<file path="src/rtl/load_store_unit.sv">
// rtl/load_store_unit.sv - word-addressed data memory initiator with sub-word read-modify-write
// Optional feature macro: LSU_MISALIGN_CHECK_EN (reject misaligned/reserved requests with rspError)
module load_store_unit #(
    parameter int ADDR_BITS = 32
) (
    input  logic                 clock,
    input  logic                 reset,
    input  logic                 reqValid,
    output logic                 reqReady,
    input  logic                 reqWrite,
    input  logic [1:0]           reqSize,
    input  logic                 reqSigned,
    input  logic [ADDR_BITS-1:0] reqAddress,
    input  logic [31:0]          reqWriteData,
    output logic                 rspValid,
    input  logic                 rspReady,
    output logic [31:0]          rspData,
    output logic                 rspError,
    output logic [ADDR_BITS-1:0] dmAddress,
    output logic                 dmWriteEnabled,
    output logic [31:0]          dmWriteInput,
    input  logic [31:0]          dmReadResult
);

    typedef enum logic [1:0] {
        IDLE  = 2'd0,
        READ  = 2'd1,
        WRITE = 2'd2,
        RESP  = 2'd3
    } state_t;

    state_t                 state_q, state_d;
    logic [ADDR_BITS-1:0]   addr_q, addr_d;
    logic [1:0]             size_q, size_d;
    logic                   signed_q, signed_d;
    logic                   write_q, write_d;
    logic [31:0]            wdata_q, wdata_d;
    logic [31:0]            rdata_q, rdata_d;
    logic                   error_q, error_d;

    logic                   req_invalid;
    logic [7:0]             byte_lane;
    logic [15:0]            half_lane;
    logic [31:0]            load_word;
    logic [31:0]            store_word;
    logic [ADDR_BITS-1:0]   word_addr;

    // Request legality; without the check every request is served and size 11 acts as a word
`ifdef LSU_MISALIGN_CHECK_EN
    always_comb begin
        req_invalid = 1'b0;
        case (reqSize)
            2'b01:   req_invalid = reqAddress[0];
            2'b10:   req_invalid = (reqAddress[1:0] != 2'b00);
            2'b11:   req_invalid = 1'b1;
            default: req_invalid = 1'b0;
        endcase
    end
`else
    assign req_invalid = 1'b0;
`endif

    // State and request-field registers
    always_ff @(posedge clock or posedge reset) begin
        if (reset) begin
            state_q  <= IDLE;
            addr_q   <= '0;
            size_q   <= 2'b00;
            signed_q <= 1'b0;
            write_q  <= 1'b0;
            wdata_q  <= 32'd0;
            rdata_q  <= 32'd0;
            error_q  <= 1'b0;
        end else begin
            state_q  <= state_d;
            addr_q   <= addr_d;
            size_q   <= size_d;
            signed_q <= signed_d;
            write_q  <= write_d;
            wdata_q  <= wdata_d;
            rdata_q  <= rdata_d;
            error_q  <= error_d;
        end
    end

    // Next-state logic: accept in IDLE, fetch the word when needed, write once, hold the response
    always_comb begin
        state_d  = state_q;
        addr_d   = addr_q;
        size_d   = size_q;
        signed_d = signed_q;
        write_d  = write_q;
        wdata_d  = wdata_q;
        rdata_d  = rdata_q;
        error_d  = error_q;
        case (state_q)
            IDLE: begin
                if (reqValid) begin
                    addr_d   = reqAddress;
                    size_d   = reqSize;
                    signed_d = reqSigned;
                    write_d  = reqWrite;
                    wdata_d  = reqWriteData;
                    error_d  = req_invalid;
                    if (req_invalid) begin
                        state_d = RESP;
                    end else if (reqWrite && reqSize[1]) begin
                        // full-word store needs no read of the old word
                        state_d = WRITE;
                    end else begin
                        state_d = READ;
                    end
                end
            end
            READ: begin
                rdata_d = dmReadResult;
                state_d = write_q ? WRITE : RESP;
            end
            WRITE: begin
                state_d = RESP;
            end
            RESP: begin
                if (rspReady) begin
                    state_d = IDLE;
                end
            end
            default: state_d = IDLE;
        endcase
    end

    // Little-endian lane selection from the registered read word
    always_comb begin
        byte_lane = rdata_q[7:0];
        case (addr_q[1:0])
            2'd0:    byte_lane = rdata_q[7:0];
            2'd1:    byte_lane = rdata_q[15:8];
            2'd2:    byte_lane = rdata_q[23:16];
            default: byte_lane = rdata_q[31:24];
        endcase
        half_lane = addr_q[1] ? rdata_q[31:16] : rdata_q[15:0];
    end

    // Load extension: word loads pass through, sub-word loads fill with sign or zero
    always_comb begin
        load_word = rdata_q;
        if (!size_q[1]) begin
            if (size_q[0]) begin
                load_word = {{16{signed_q & half_lane[15]}}, half_lane};
            end else begin
                load_word = {{24{signed_q & byte_lane[7]}}, byte_lane};
            end
        end
    end

    // Store merge: only the addressed lane(s) take new data, the rest keep the fetched bits
    always_comb begin
        store_word = rdata_q;
        if (size_q[1]) begin
            store_word = wdata_q;
        end else if (size_q[0]) begin
            if (addr_q[1]) begin
                store_word[31:16] = wdata_q[15:0];
            end else begin
                store_word[15:0]  = wdata_q[15:0];
            end
        end else begin
            case (addr_q[1:0])
                2'd0:    store_word[7:0]   = wdata_q[7:0];
                2'd1:    store_word[15:8]  = wdata_q[7:0];
                2'd2:    store_word[23:16] = wdata_q[7:0];
                default: store_word[31:24] = wdata_q[7:0];
            endcase
        end
    end

    // Memory side: address and data only driven while the unit owns the memory
    always_comb begin
        word_addr      = {addr_q[ADDR_BITS-1:2], 2'b00};
        dmAddress      = '0;
        dmWriteEnabled = 1'b0;
        dmWriteInput   = 32'd0;
        if (state_q == READ) begin
            dmAddress = word_addr;
        end else if (state_q == WRITE) begin
            dmAddress      = word_addr;
            dmWriteEnabled = 1'b1;
            dmWriteInput   = store_word;
        end
    end

    // Pipeline side handshakes and response payload, zero outside RESP
    always_comb begin
        reqReady = (state_q == IDLE);
        rspValid = (state_q == RESP);
        rspData  = 32'd0;
        if ((state_q == RESP) && !write_q && !error_q) begin
            rspData = load_word;
        end
    end

    // Error flag only exists when the legality check is built in
`ifdef LSU_MISALIGN_CHECK_EN
    assign rspError = (state_q == RESP) && error_q;
`else
    assign rspError = 1'b0;
`endif

endmodule

</file>
<file path="config.mk">
export PLATFORM = sky130hd
export DESIGN_NAME = load_store_unit
export DESIGN_NICKNAME = d
export VERILOG_FILES = /design/src/rtl/load_store_unit.sv
export SDC_FILE = /design/constraint.sdc
export NUM_CORES = 1
export LEC_CHECK = 0
export CORE_ASPECT_RATIO = 1.2
export CORE_MARGIN = 4
export CORE_UTILIZATION = 64
export DETAILED_ROUTE_END_ITERATION = 16
export DONT_BUFFER_PORTS = 1
export PLACE_DENSITY = 0.8
export SLEW_MARGIN = 20
export SYNTH_ARGS = -nofsm -noshare
export SYNTH_HDL_FRONTEND = slang
export SYNTH_SLANG_ARGS = --single-unit
export TNS_END_PERCENT = 10
</file>
<file path="constraint.sdc">
create_clock -name clock -period 4.5 [get_ports clock]
set_input_delay 0.9 -clock clock [delete_from_list [all_inputs] [get_ports clock]]
set_output_delay 0.9 -clock clock [all_outputs]
set_load 0.05 [all_outputs]
</file>
==> qor.yml <==
run_status:
  status: "finished, final reports clean"
sta:
  hold_viol: 0
  max-slew-margin-rel_pct: 26.8
  drv_slew: 0
  tns_ps: 0
  timing.final.crit_share_pct: 83.7
  finClkSkew_ps: 7.16
  tightest_slew_ps: 1090
  layout_min_cycle_time_ps: 3770
  fmax_ghz: 0.266
  rsz0062_at_grt: "no"
  setup_viol: 0
final_layout:
  drive_gt1_share_pct: 41.4
  final_area_um2: 6330
  mostFrequentLayoutCell: "dfrtp_1"
  layout.cells.non_filler: 651
  area_growth_pct: 15.1
  fin_nets: 639
  utilization_pct: 76.8
  nFillCells: 578
  mostFrequentLayoutCells: "dfrtp_1, mux2_2, buf_4"
die:
  initial_core_util_pct: 66.7
  dieArea_um2: 10100
  pin_count: 204
  rows: 36
  core_region_area_um2: 8240
  die_h_um: 110
  die_x_um: 92.6
worst_setup_path:
  critPathMaxStageDelay_ps: 890
  cp_cell_sequence: "nor2b_1, a22o_1, a2111oi_4, a21o_1"
  crit_family: "compound AO/OA/AOI/OAI gates"
  worstSetupStartpointType: "flop"
  crit_path_max_fanout: 18
  critical_path_buf_inv_count: 0
  slowest_stage: "dfrtp_1"
  endpoint_kind: "output pin"
  crit_type: "flop to output pin"
  critPathArrivalTime_ps: 2870
  crit_required_ps: 3600
global_route:
  use_met3_pct: 11.3
  grt-busiest-layer: "met2"
  grt.overflow.total: 0
  grt_usage_pct: 29.2
  antenna_found_initial: 2
  use_met1_pct: 34.5
  grt_pass1_vias: 4253
  grt_pass1_wl_um: 22600
  grt_max_degree: 68
  grt_util_met2_pct: 49.0
cts:
  cts_inserted_buffers: 9
  cts_max_level: 3
  cts-root-buf: "clkbuf_8"
  holdBufCountCts: 0
  clk_latency_ps: 370
  clk_path_buf_depth: 2
  ctsResizeCount: 0
  clkTransAtPathRegs_ps: 100
  clock-sinks: 102
  cts_tree: "done"
  postCtsSetupBuffers: 0
placed_design:
  post_dp_cell_area_um2: 6110
  placedCellCount: 634
  dp_hpwl_um: 11300
  port_buffers: 0
  gp_congestion: 0.914
synth:
  synth_compound_area_share_pct: 13.8
  ys_types: 36
  synthMuxAreaShare_pct: 26.7
  async_flop_share_pct: 100
  synth_top_area_cell: "dfrtp_1"
  ys_warn_count: 0
  synthesis.area_um2: 5500
  synthCells: 477
  synth-main-ff-cell: "dfrtp_1"
  synthAdderAreaFrac_pct: 0.911
  synth-edff-count: 0
  synth-xor-area-share_pct: 0
  synth_top_family_by_area: "multiplexers"
  syn_avg_cell_area_um2: 11.5
  synth_top_area_share_pct: 46.4
  yosys-top-cells-area: "dfrtp_1, mux2_2, mux2i_1, nor2b_1, a21oi_1"
  synth-seq-cells: 102
  synth-seq-area-share_pct: 46.4
  synthSimpleGateAreaFrac_pct: 8.60
detailed_routing:
  viasPerCell: 6.25
  drtPass1Iterations: 5
  post_drt_wl_per_cell_um: 22.9
  drc: 0
  drtIter0Drc: 363
  vias: 4069
  drtAntennaViolNets: 0
  totalWireLength_um: 14900
worst_hold_path:
  hold_path.class: "flop to flop"
job:
  cap_violations: 0
sequential cells by signal, summed over array words and instances (netlist names):
register,cells
rdata_q,32
signed_q,1
size_q,2
wdata_q,32
state_q,2
addr_q,32
write_q,1
worst reg2reg max path, cell delays in order, from the launching register on:
cell	delay, ps
dfrtp_1	430
inv_1	130
ha_1	620
nand2_2	630
buf_4	510
mux2_2	340
area by class of cell:
class | count | area (um2) | area share [%]
clock inverter | 7 | 91.3 | 1.44
antenna | 1 | 2.50 | 0.0395
timing repair buffer | 79 | 593 | 9.37
clock buffer | 9 | 124 | 1.96
inverter | 5 | 21.3 | 0.336
tap | 114 | 143 | 2.25
sequential | 102 | 2550 | 40.3
multi-input combinational | 334 | 2800 | 44.3
routing by layer:
metal  vias up  share of wire [%]
met5         -              0.047
met4         2                2.7
met3        32                 11
met2       215                 49
met1      1994                 37
li1       1826                  -
metrics by stage:
stage	hold WS [ps]	setup WS [ps]
after floorplan	471	925
after global placement	480	1260
after detailed placement	487	1200
after CTS	513	774
after global routing	524	559
final	510	734
cell usage after synthesis (9+ instances only):
library cell,n
a211oi_1,14
clkbuf_1,16
a21o_1,11
nand2b_1,10
o21ai_0,20
nor2_1,17
buf_2,9
buf_1,9
dfrtp_1,102
nor2b_1,42
mux2_2,100
mux2i_1,34
a21oi_1,26
final timing paths:
kind	slack [ps]	startpoint	to	depth (start not counted)
max in group asynchronous	2960	reset	wdata_q[1]	2
worst min register to register	510	addr_q[6]	addr_q[6]	1
worst max register to register	1730	state_q[1]	wdata_q[27]	5
min in group asynchronous	550	reset	addr_q[13]	1
worst max-delay path	730	size_q[0]	rspData[30]	4
worst min-delay path	510	addr_q[6]	addr_q[6]	1
cells by family (layout without fill, tap and decap cells):
group / after synthesis / after routing
AO/OA/AOI/OAI: 108 / 108
buffers and inverters: 43 / 100
AND/OR/NAND/NOR: 85 / 85
other: 1 / 4
multiplexers: 134 / 134
adder cells (fa/ha/maj): 4 / 4
flip-flops: 102 / 102
Power is not shown: default switching activity piles up to over one toggle a cycle in this logic, so the estimate is an artifact.
